<file path="src/rtl/stack_pkg.sv">
// Shared definitions for the stack memory initiator and the multi-cycle controller.
package stack_pkg;

  localparam int ADDR_W_DEF = 5;
  localparam int DATA_W_DEF = 8;
  localparam int DEPTH_DEF  = 32;

  // FSM state encoding
  localparam logic [2:0] IDLE = 3'd0;
  localparam logic [2:0] WR   = 3'd1;
  localparam logic [2:0] RD   = 3'd2;
  localparam logic [2:0] DONE = 3'd3;
  localparam logic [2:0] ERR  = 3'd4;

  // Accepted operation codes
  localparam logic [1:0] OP_PUSH = 2'd0;
  localparam logic [1:0] OP_POP  = 2'd1;
  localparam logic [1:0] OP_TOP  = 2'd2;

endpackage

</file>
<file path="src/rtl/stack_ptr_counter.sv">
// Stack pointer: saturating up/down counter over 0..DEPTH with occupancy flags.
module stack_ptr_counter
  import stack_pkg::*;
#(
  parameter int ADDR_W = ADDR_W_DEF,
  parameter int DEPTH  = DEPTH_DEF
) (
  input  logic            clk,
  input  logic            clr,
  input  logic            inc,
  input  logic            dec,
  output logic [ADDR_W:0] count,
  output logic            full,
  output logic            empty
);

  localparam logic [ADDR_W:0] DEPTH_C = (ADDR_W + 1)'(DEPTH);
  localparam logic [ADDR_W:0] ONE     = (ADDR_W + 1)'(1);

  logic [ADDR_W:0] cnt_q, cnt_d;

  // Next pointer value; refuses to step past either end so sp never wraps
  always_comb begin
    cnt_d = cnt_q;
    if (inc && !dec && (cnt_q != DEPTH_C)) begin
      cnt_d = cnt_q + ONE;
    end else if (dec && !inc && (cnt_q != '0)) begin
      cnt_d = cnt_q - ONE;
    end
  end

  // Pointer register with synchronous clear
  always_ff @(posedge clk) begin
    if (clr) begin
      cnt_q <= '0;
    end else begin
      cnt_q <= cnt_d;
    end
  end

  assign count = cnt_q;
  assign full  = (cnt_q == DEPTH_C);
  assign empty = (cnt_q == '0);

endmodule

</file>
<file path="src/rtl/stack_mem_master.sv">
// Data-memory initiator: turns push/pop/top requests into one-cycle memory strobes.
//
// state | meaning
// IDLE  | waiting; the only state that samples push/pop/top
// WR    | write strobe on the bus, sp increments at the end of the cycle
// RD    | read strobe on the bus, dout captures mem_out, sp decrements on pop
// DONE  | one-cycle done pulse
// ERR   | one-cycle err pulse, request was rejected without touching memory
module stack_mem_master
  import stack_pkg::*;
#(
  parameter int ADDR_W = ADDR_W_DEF,
  parameter int DATA_W = DATA_W_DEF,
  parameter int DEPTH  = DEPTH_DEF
) (
  input  logic              clk,
  input  logic              rst,
  input  logic              push,
  input  logic              pop,
  input  logic              top,
  input  logic [DATA_W-1:0] din,
  output logic [DATA_W-1:0] dout,
  output logic              busy,
  output logic              done,
  output logic              err,
  output logic              full,
  output logic              empty,
  output logic [ADDR_W:0]   count,
  output logic [ADDR_W-1:0] mem_adr,
  output logic [DATA_W-1:0] mem_data,
  output logic              mem_sig_write,
  output logic              mem_sig_read,
  input  logic [DATA_W-1:0] mem_out
);

  localparam logic [ADDR_W-1:0] ONE_A = ADDR_W'(1);

  logic [2:0]        state_q, state_d;
  logic [1:0]        op_q, op_d;
  logic [DATA_W-1:0] dout_q, dout_d;
  logic [ADDR_W-1:0] mem_adr_q, mem_adr_d;
  logic [DATA_W-1:0] mem_data_q, mem_data_d;
  logic              wr_q, wr_d;
  logic              rd_q, rd_d;

  logic              req_any;
  logic              req_multi;
  logic              req_bad;
  logic              sp_inc;
  logic              sp_dec;
  logic [ADDR_W-1:0] sp_lo;

  stack_ptr_counter #(
    .ADDR_W (ADDR_W),
    .DEPTH  (DEPTH)
  ) u_sp (
    .clk   (clk),
    .clr   (rst),
    .inc   (sp_inc),
    .dec   (sp_dec),
    .count (count),
    .full  (full),
    .empty (empty)
  );

  assign sp_lo = count[ADDR_W-1:0];

  // Request classification; only meaningful while IDLE
  always_comb begin
    req_any   = push | pop | top;
    req_multi = (push & pop) | (push & top) | (pop & top);
    req_bad   = req_multi | (push & full) | ((pop | top) & empty);
  end

  // State register
  always_ff @(posedge clk) begin
    if (rst) begin
      state_q <= IDLE;
    end else begin
      state_q <= state_d;
    end
  end

  // Next-state logic
  always_comb begin
    state_d = state_q;
    case (state_q)
      IDLE: begin
        if (req_any) begin
          if (req_bad)   state_d = ERR;
          else if (push) state_d = WR;
          else           state_d = RD;
        end
      end
      WR:      state_d = DONE;
      RD:      state_d = DONE;
      DONE:    state_d = IDLE;
      ERR:     state_d = IDLE;
      default: state_d = IDLE;
    endcase
  end

  // State-decoded outputs and pointer steps
  always_comb begin
    busy   = (state_q != IDLE);
    done   = (state_q == DONE);
    err    = (state_q == ERR);
    sp_inc = (state_q == WR);
    sp_dec = (state_q == RD) && (op_q == OP_POP);
  end

  // Bus register inputs: loaded on accept so strobe, address and data come
  // straight from flops for the whole WR/RD cycle, and fall to zero after it
  always_comb begin
    op_d       = op_q;
    dout_d     = dout_q;
    mem_adr_d  = '0;
    mem_data_d = '0;
    wr_d       = 1'b0;
    rd_d       = 1'b0;
    if ((state_q == IDLE) && req_any && !req_bad) begin
      if (push) begin
        op_d       = OP_PUSH;
        wr_d       = 1'b1;
        mem_adr_d  = sp_lo;
        mem_data_d = din;
      end else begin
        op_d      = pop ? OP_POP : OP_TOP;
        rd_d      = 1'b1;
        mem_adr_d = sp_lo - ONE_A;
      end
    end
    if (state_q == RD) begin
      dout_d = mem_out;
    end
  end

  // Datapath and bus registers
  always_ff @(posedge clk) begin
    if (rst) begin
      op_q       <= OP_PUSH;
      dout_q     <= '0;
      mem_adr_q  <= '0;
      mem_data_q <= '0;
      wr_q       <= 1'b0;
      rd_q       <= 1'b0;
    end else begin
      op_q       <= op_d;
      dout_q     <= dout_d;
      mem_adr_q  <= mem_adr_d;
      mem_data_q <= mem_data_d;
      wr_q       <= wr_d;
      rd_q       <= rd_d;
    end
  end

  assign dout          = dout_q;
  assign mem_adr       = mem_adr_q;
  assign mem_data      = mem_data_q;
  assign mem_sig_write = wr_q;
  assign mem_sig_read  = rd_q;

endmodule

</file>
<file path="config.mk">
export PLATFORM = sky130hd
export DESIGN_NAME = stack_mem_master
export DESIGN_NICKNAME = d
export VERILOG_FILES = /design/src/rtl/stack_pkg.sv /design/src/rtl/stack_ptr_counter.sv /design/src/rtl/stack_mem_master.sv
export SDC_FILE = /design/constraint.sdc
export NUM_CORES = 1
export LEC_CHECK = 0
export CAP_MARGIN = 20
export CORE_ASPECT_RATIO = 1.25
export CORE_MARGIN = 4
export CORE_UTILIZATION = 40
export CTS_CLUSTER_SIZE = 12
export DETAILED_ROUTE_END_ITERATION = 8
export PLACE_DENSITY = 0.75
export SLEW_MARGIN = 20
export SYNTH_ARGS = -nofsm -noshare
export SYNTH_HDL_FRONTEND = slang
export SYNTH_SLANG_ARGS = --single-unit
</file>
<file path="constraint.sdc">
create_clock -name clk -period 2.6 [get_ports clk]
set_input_delay 0.78 -clock clk [delete_from_list [all_inputs] [get_ports clk]]
set_output_delay 0.78 -clock clk [all_outputs]
set_load 0.03 [all_outputs]
</file>
==> run metrics <==
I/O Pins=between 50 and 60; Final Wtd Congestion=between 0.7 and 0.8; Synth Flop Type=dfxtp_1; critical path fanouts, max=4; EDFF count, synth=0; WL final=3340 um; CP startpoint=u_sp.count[1]; endpoints failing hold=0; synth top area cells=dfxtp_1, mux2i_1, nor2_1; Worst-Margin Slew=~420 ps; critical path endpoint category=output pin; clock sink count=34; Via Count=around 1300; setup violators final=0; worst-path cell chain=inv_1, ha_1, or4b_1, nor2_2, buf_4; Final Non-Filler Cells=267; DR vias/cell=4.90; max incr delay on CP=roughly 550 ps; first-pass GRT wire length=around 5700 um; Max-slew headroom=71.5%; synthesized area=around 0.0015 mm2; FF-to-FF setup slack=around 190 ps; crit path to=empty; Hold WS=between 400 and 500 ps; ANT cells=0; Initial Utilization=about two fifths; CP max stage cell=or4b_1; highest clock rate=0.395 GHz; Critical Path RT=1820 ps; die area=a little under 0.005 mm2; r2r startpoint=u_sp.count[1]; # hold bufs at CTS=0; setup slack at placement=approximately 90 ps; clk_lat worst skew=290 ps; initial antenna violation count=0; overall global routing resource usage=14.6%; Crit Path Category=reg2out; P_leak=~0.93 nW; vias in the first global route=between 1000 and 1500; PD cells=1170 mW/mm2; area delta synth->final=50.5%; DIE HEIGHT=about 77 um; Unique masters post-synth=a little over 40; Post-Syn Nets=approximately 190; TNS Setup=0 ps; Reg2Reg Depth=11; register area share after synthesis=44.1%; Avg Cell Area, Syn=approximately 9.8 um2; Iter 0 DRT Violations=30; clk buf depth=2; CTS H-Tree Depth=2; layout cells sized above 1=15.4%; Routed WL per cell=~13 um; # port buffers=54; Die Wd=63.6 um; RSZ-0062 raised after global routing=true; dominant cell type by area after synthesis=dfxtp_1; number of buffers created by CTS=5; Reg-to-Reg End=u_sp.count[5]; skew final=approximately 5.1 ps; DP Cell Count=between 200 and 300; WP data arrival=~1800 ps; post-route ant nets=0; # rows=25; Final WS setup=70.2 ps; Final min period=~2500 ps; DRC violations left=0; Reg clk slew, reported paths=roughly 70 ps; asr flop ratio synth=0%; fin crit share=just under 100%; Post-DP HPWL=roughly 2500 um; CP Launch Type=flop; share of the synthesized area in the top cell type=44.1%; Layout Nets=between 200 and 300; Ys Warns=0; Core Box Area=roughly 0.0038 mm2; synth cell count leaders=dfxtp_1, nor2_1, mux2i_1; root buffer cell=clkbuf_8; #FFs+latches synth=34; Max Cap Viol=0; CTS tree=done; most common cell in the netlist=dfxtp_1; DR pass1 iterations=4; Hold WC Path Type=reg2reg; largest net degree at the start of global routing=20; status=finished, final reports clean; Slew Viols, Final=0; grt total ovfl=0; peak supply drop=0.490 mV; synthesized instance count=158
worst max-delay path: cells and delay by family (launching register included):
kind / cells / cell delay, ps
adders and majority gates: 1 / 180
and+or+nand+nor: 2 / 690
DFF: 1 / 310
buffers and inverters: 2 / 280
what timing repair did:
item	CTS	global route
buffers inserted	0	0
gates resized for setup	1	5
setup endpoints to repair	1	2
hold endpoints to repair	0	0
pin swaps	0	0
cell families after synthesis:
| kind of cell | Yosys count | synth area share [%] |
|---|---|---|
| multiplexers | 12 | 7.78 |
| AND/OR/NAND/NOR | 59 | 21.0 |
| AO/OA/AOI/OAI | 25 | 12.8 |
| buffers and inverters | 13 | 3.65 |
| flip-flops | 34 | 44.1 |
| XOR/XNOR | 8 | 4.54 |
| adder cells (fa/ha/maj) | 7 | 6.16 |
flip-flops by register name, summed over array words and instances, names as in the netlist:
name / cells
mem_sig_write: 1
mem_adr: 5
mem_sig_read: 1
u_sp.count: 6
mem_data: 8
dout: 8
op_q: 2
state_q: 3
cells in the final DEF (no fill, tap or decap), drive strengths merged:
cell type      synthesis  final
a2111o                 1      1
a211o                  1      1
a211oi                 4      4
a21o                   2      2
a21oi                  6      6
a221oi                 1      1
a31o                   2      2
a31oi                  1      1
and2                   8      8
and3                   1      1
buf                    1     13
bufinv                 0      1
clkbuf                 4      5
clkdlybuf4s15          0      1
clkdlybuf4s50          0     52
clkinv                 0      2
dfxtp                 34     34
fa                     1      1
ha                     6      6
inv                    8      8
mux2i                 12     12
nand2                  2      2
nand2b                 2      2
nor2                  30     30
nor2b                  2      2
nor3                   2      2
nor3b                  3      3
nor4                   2      2
nor4b                  1      1
nor4bb                 1      1
o21ai                  4      4
o21bai                 1      1
o221ai                 1      1
o2bb2ai                1      1
or2                    2      2
or3                    2      2
or4b                   1      1
xnor2                  7      7
xor2                   1      1
where the power goes:
| group | total (W) | switching (W) | internal (W) |
|---|---|---|---|
| clock | 0.000470 | 0.000188 | 0.000282 |
| combinational | 0.00155 | 0.000826 | 0.000720 |
| sequential | 0.000704 | 0.0000759 | 0.000628 |
worst min-delay path by stage:
stage | start | endpoint | slack, ps | depth (start not counted)
floorplan | op_q[1] | op_q[1] | 470 | 2
global placement | dout[6] | dout[6] | 480 | 2
detailed placement | dout[4] | dout[4] | 480 | 2
CTS | dout[3] | dout[3] | 510 | 2
global route | dout[5] | dout[5] | 530 | 2
finish | dout[3] | dout[3] | 500 | 2
through the flow:
stage	cell area, um2	utilization, %	total power (W)
floorplan	1550	-	0.00172
global placement	2200	58.7	0.00222
detailed placement	2200	58.7	0.00224
CTS	2310	61.6	0.00273
global route	2320	61.9	0.00292
finish	2320	61.9	0.00272
metal layers:
layer	track usage (%)	vias up	wire length, um
met4	7.13	0	65
li1	-	679	-
met1	16.0	577	1410
met5	0	-	0
met3	4.49	7	225
met2	25.3	45	1640
layout make-up:
cell class / count / area (um2)
sequential: 34 / 682
clock inverter: 3 / 40.0
tap: 40 / 50.0
timing repair buffer: 66 / 628
clock buffer: 5 / 68.8
fill: 312 / 1430
inverter: 8 / 30.0
multi-input combinational: 111 / 825
Note: power is estimated with default switching activity, not from simulation.
